==> src/rtl/seq_pkg.sv <==
// Shared types and helpers for the sequence-identifier serial path.
package seq_pkg;

    typedef enum logic [1:0] {IDLE, SHIFT, PARITY} seq_ser_state_t;

    localparam int SEQ_DEFAULT_SIZE = 4;

    // Sizes below 2 still need a one-bit counter.
    function automatic int cnt_width(input int size);
        return (size < 2) ? 1 : $clog2(size);
    endfunction

endpackage

==> src/rtl/seq_bit_counter.sv <==
// Modulo-SEQUENCE_SIZE bit counter with clear, increment and terminal-count flag.
module seq_bit_counter
    import seq_pkg::*;
#(
    parameter int SEQUENCE_SIZE = SEQ_DEFAULT_SIZE,
    localparam int CNT_W = cnt_width(SEQUENCE_SIZE)
) (
    input  logic             clk,
    input  logic             rst_n,
    input  logic             clr,
    input  logic             inc,
    output logic [CNT_W-1:0] cnt,
    output logic             wrap
);

    assign wrap = (cnt == CNT_W'(SEQUENCE_SIZE - 1));

    always_ff @(posedge clk or negedge rst_n) begin
        if (!rst_n) begin
            cnt <= '0;
        end else if (clr) begin
            cnt <= '0;
        end else if (inc) begin
            cnt <= wrap ? '0 : cnt + CNT_W'(1);
        end
    end

endmodule

==> src/rtl/seq_serializer.sv <==
// MSB-first parallel-to-serial transmitter with valid/ready load handshake.
// Optional trailing even-parity bit when SEQ_SERIALIZER_PARITY_EN is defined.
//
// state  | meaning
// IDLE   | no frame in flight, p_ready=1
// SHIFT  | data bits on s_out, counter tracks the bit index
// PARITY | parity bit on s_out (parity build only), p_ready=1
module seq_serializer
    import seq_pkg::*;
#(
    parameter int SEQUENCE_SIZE = SEQ_DEFAULT_SIZE
) (
    input  logic                     clk,
    input  logic                     rst_n,
    input  logic [SEQUENCE_SIZE-1:0] p_in,
    input  logic                     p_valid,
    output logic                     p_ready,
    output logic                     s_out,
    output logic                     s_valid,
    output logic                     s_last
);

    localparam int CNT_W = cnt_width(SEQUENCE_SIZE);
`ifdef SEQ_SERIALIZER_PARITY_EN
    localparam bit PAR_EN = 1'b1;
`else
    localparam bit PAR_EN = 1'b0;
`endif

    seq_ser_state_t           state, state_d;
    logic [SEQUENCE_SIZE-1:0] sh, sh_d;
    logic                     s_out_d, s_valid_d, s_last_d;
    logic                     cnt_clr, cnt_inc, wrap, load;
    logic [CNT_W-1:0]         cnt;

    seq_bit_counter #(.SEQUENCE_SIZE(SEQUENCE_SIZE)) u_cnt (
        .clk   (clk),
        .rst_n (rst_n),
        .clr   (cnt_clr),
        .inc   (cnt_inc),
        .cnt   (cnt),
        .wrap  (wrap)
    );

`ifdef SEQ_SERIALIZER_PARITY_EN
    logic par;

    always_ff @(posedge clk or negedge rst_n) begin
        if (!rst_n) begin
            par <= 1'b0;
        end else if (load) begin
            par <= ^p_in;
        end
    end

    assign p_ready = (state == IDLE) || (state == PARITY);
`else
    assign p_ready = (state == IDLE) || ((state == SHIFT) && wrap);
`endif

    assign load = p_valid && p_ready;

    always_comb begin
        state_d   = state;
        sh_d      = sh;
        s_out_d   = 1'b0;
        s_valid_d = 1'b0;
        s_last_d  = 1'b0;
        cnt_clr   = 1'b0;
        cnt_inc   = 1'b0;
        // A load is only possible on an idle or final cycle, so it overrides the frame end.
        if (load) begin
            state_d   = SHIFT;
            sh_d      = {p_in[SEQUENCE_SIZE-2:0], 1'b0};
            s_out_d   = p_in[SEQUENCE_SIZE-1];
            s_valid_d = 1'b1;
            cnt_clr   = 1'b1;
        end else begin
            case (state)
                SHIFT: begin
                    cnt_inc = 1'b1;
                    if (!wrap) begin
                        sh_d      = {sh[SEQUENCE_SIZE-2:0], 1'b0};
                        s_out_d   = sh[SEQUENCE_SIZE-1];
                        s_valid_d = 1'b1;
                        s_last_d  = !PAR_EN && (cnt == CNT_W'(SEQUENCE_SIZE - 2));
                    end else begin
`ifdef SEQ_SERIALIZER_PARITY_EN
                        state_d   = PARITY;
                        s_out_d   = par;
                        s_valid_d = 1'b1;
                        s_last_d  = 1'b1;
`else
                        state_d   = IDLE;
`endif
                    end
                end
`ifdef SEQ_SERIALIZER_PARITY_EN
                PARITY: state_d = IDLE;
`endif
                default: state_d = IDLE;
            endcase
        end
    end

    always_ff @(posedge clk or negedge rst_n) begin
        if (!rst_n) begin
            state   <= IDLE;
            sh      <= '0;
            s_out   <= 1'b0;
            s_valid <= 1'b0;
            s_last  <= 1'b0;
        end else begin
            state   <= state_d;
            sh      <= sh_d;
            s_out   <= s_out_d;
            s_valid <= s_valid_d;
            s_last  <= s_last_d;
        end
    end

endmodule

==> config.mk <==
export PLATFORM = sky130hd
export DESIGN_NAME = seq_serializer
export DESIGN_NICKNAME = d
export VERILOG_FILES = /design/src/rtl/seq_pkg.sv /design/src/rtl/seq_bit_counter.sv /design/src/rtl/seq_serializer.sv
export SDC_FILE = /design/constraint.sdc
export NUM_CORES = 1
export LEC_CHECK = 0
export BUFFER_PORTS_ARGS = -buffer_cell sky130_fd_sc_hd__clkbuf_2
export CAP_MARGIN = 10
export CORE_AREA = 2 2 39 41
export CTS_BUF_LIST = sky130_fd_sc_hd__clkbuf_4
export DETAILED_ROUTE_END_ITERATION = 10
export DIE_AREA = 0 0 41 43
export HOLD_SLACK_MARGIN = 0.06
export PLACE_DENSITY = 0.63
export SLEW_MARGIN = 20
export SYNTH_ARGS = -nofsm -noshare
export SYNTH_HDL_FRONTEND = slang
export SYNTH_SLANG_ARGS = --single-unit
==> constraint.sdc <==
create_clock -name clk -period 3.39 [get_ports clk]
set_clock_uncertainty 0.05 [all_clocks]
set_input_delay 0.678 -clock clk [delete_from_list [all_inputs] [get_ports clk]]
set_output_delay 0.678 -clock clk [all_outputs]
set_load 0.05 [all_outputs]
==> flow_summary.ini <==
[run_status]
outcome = complete, no violations

[grt]
grt_usage = 0.105
grt_start_max_net_pins = 12
grt_first_pass_wirelength_um = 1130
grt_pass1_vias = 275
grt-ovfl-total = 0
antenna_found_initial = 0

[clock_network]
numCtsBuffers = 3
cts_htree_levels = 1
clk_pin_slew_worst_paths_ps = 70
clock-sinks = 9
cts.repair.resized = 0
cts_root_buf = clkbuf_4
cts_tree = built
clk_latency_ps = 270
cts.path.max_buffers = 2
cts_setup_buffers = 0
holdBufCountCts = 0

[floorplan]
core_area_um2 = 1380
rows = 14
initial_core_util = 0.299
dieArea_um2 = 1760
design.portCount = 11
die_h_um = 43
die-width_um = 41

[synthesis]
synth-seq-cells = 9
syn_avg_cell_area_um2 = 11.2
netlist_area_um2 = 414
ys_warn_count = 0
synth_cell_type_count = 17
synth_fp_nets = 46
syn_inst = 37
ys_seq_area_frac = 0.544

[placement]
gp_congestion = 0.706
io_buffer_count = 10
dpl_cell_area_um2 = 465
place_hpwl_um = 490
place_ws_ps = 1360

[final_layout]
final_layout_size_suffix_gt1_frac = 0.347
fin_area_um2 = 493
diodes = 0
nNetsFinal = 59
syn_to_final_growth_pct = 19.0

[sta]
setup_tns_ps = 0
grt_setup_unrepaired = no
min_period_ps = 2310
worstMarginPinSlew_ps = 406
finalMaxSlewViolations = 0
layout_setup_ws_ps = 1080
fmax_mhz = 432
period_share = 0.683
slew_headroom = 0.730
timing_hold_violations_final = 0
finalSetupViolations = 0

[routing]
first_pass_iters = 2
antenna_left = 0
drt_iter0_drc = 4
wl_um = 682
drc = 0
vias_per_cell = 4.49
vias = 292
wl_per_cell_um = 10.5

[critical_path]
critPathTopFamily = flip-flops
crit_path_end = p_ready
setup.worst_path.start = u_cnt.cnt[0]
max_stage_delay_ps = 400
crit_buf_inv = 1
crit_type = flip-flop to output port
cp-start-kind = flip-flop
crit_cells = 3
crit_path_end_kind = output port
reg2regPathDepth = 4
r2r_setup_slack_ps = 2010
r2r_start = u_cnt.cnt[0]
cp_slowest_cell = dfrtp_1
crit_arrival_ps = 1590
worstPathCellList = ha_1 -> nand2b_1 -> clkbuf_2
rr_endpoint = sh[2]
worstPathMaxFanout = 11
cp.required_ps = 2660

[flow_run]
cap_viol_max_count = 0

[pwr]
p_per_area_nw_per_um2 = 1010
p_leak_nw = 0.251
vdd_ir_drop_max_mv = 0.287

[hold_path]
hp-class = input pin to asynchronous set/reset pin
-- flip-flops by register name, summed over array words and instances (netlist names) --
signal     flops
s_valid        1
s_last         1
state          1
s_out          1
u_cnt.cnt      2
sh             3
-- cell usage in the layout (no fill, tap or decap) --
| cell | n |
|---|---|
| or3_4 | 1 |
| clkbuf_4 | 3 |
| nand2_1 | 1 |
| clkinv_2 | 1 |
| clkbuf_2 | 10 |
| dfrtp_1 | 9 |
| o21ai_0 | 1 |
| nor2_1 | 3 |
| nand2b_1 | 5 |
| mux2i_1 | 3 |
| inv_1 | 2 |
| a21oi_1 | 3 |
| o21ai_2 | 1 |
| a21o_1 | 1 |
| nand3_1 | 1 |
| ha_1 | 2 |
| o21ai_1 | 1 |
| inv_2 | 1 |
-- power breakdown --
part	total (W)	leakage [nW]	switching, W	internal [W]
Sequential	0.000181	0.107	0.0000267	0.000154
Clock	0.0000834	0.0177	0.0000398	0.0000436
Combinational	0.000232	0.126	0.000161	0.0000712
-- layout make-up --
| cell class | instances | area [um2] |
|---|---|---|
| Inverter | 3 | 11.3 |
| Fill cell | 147 | 891 |
| Clock inverter | 1 | 5.00 |
| Sequential cell | 9 | 225 |
| Multi-Input combinational cell | 23 | 159 |
| Timing Repair Buffer | 10 | 50.0 |
| Clock buffer | 3 | 22.5 |
| Tap cell | 16 | 20.0 |
-- synth_stat cells --
cell type,instances,share of area
or3_4,1,0.027
nand2b_1,5,0.076
a21oi_1,3,0.036
o21ai_1,1,0.012
o21ai_2,1,0.021
o21ai_0,1,0.012
ha_1,2,0.060
buf_4,1,0.018
a21o_1,1,0.018
nand2_1,1,0.0091
nor2_1,3,0.027
dfrtp_1,9,0.54
buf_6,1,0.027
mux2i_1,3,0.073
inv_1,2,0.018
nand3_1,1,0.012
inv_2,1,0.0091
-- per-stage QoR --
stage	instances	power [W]	hold slack, ps	util
CTS	65	0.000504	212	0.356
detailed placement	61	0.000417	457	0.336
global placement	61	0.000410	445	0.336
floorplan	37	0.000376	332	-
finish	65	0.000497	204	0.356
global route	65	0.000547	205	0.356
-- worst min path at each step --
stage	to	from	cells after the start	slack, ps
after floorplan	s_last	rst_n	0	330
final	s_last	rst_n	1	200
after detailed placement	u_cnt.cnt[0]	u_cnt.cnt[0]	1	460
after global routing	s_out	rst_n	1	210
after global placement	u_cnt.cnt[0]	u_cnt.cnt[0]	1	450
after CTS	s_valid	rst_n	1	210
-- cell families after synthesis --
kind of cell / Yosys count / share of synthesized area
AOI/OAI and AO/OA: 7 / 0.0997
adders and majority gates: 2 / 0.0604
buffers and inverters: 5 / 0.0725
DFF: 9 / 0.544
muxes: 3 / 0.0725
and+or+nand+nor: 11 / 0.151
-- layer usage --
layer,routed length [um],vias to the layer above,part of all wire,global-route usage
met5,0,-,0,0
met4,38,0,0.056,0.120
met3,46,4,0.067,0.0314
met2,300,14,0.44,0.131
met1,296,130,0.43,0.125
li1,-,144,-,-
No activity file was read; power rests on OpenSTA's default activity.
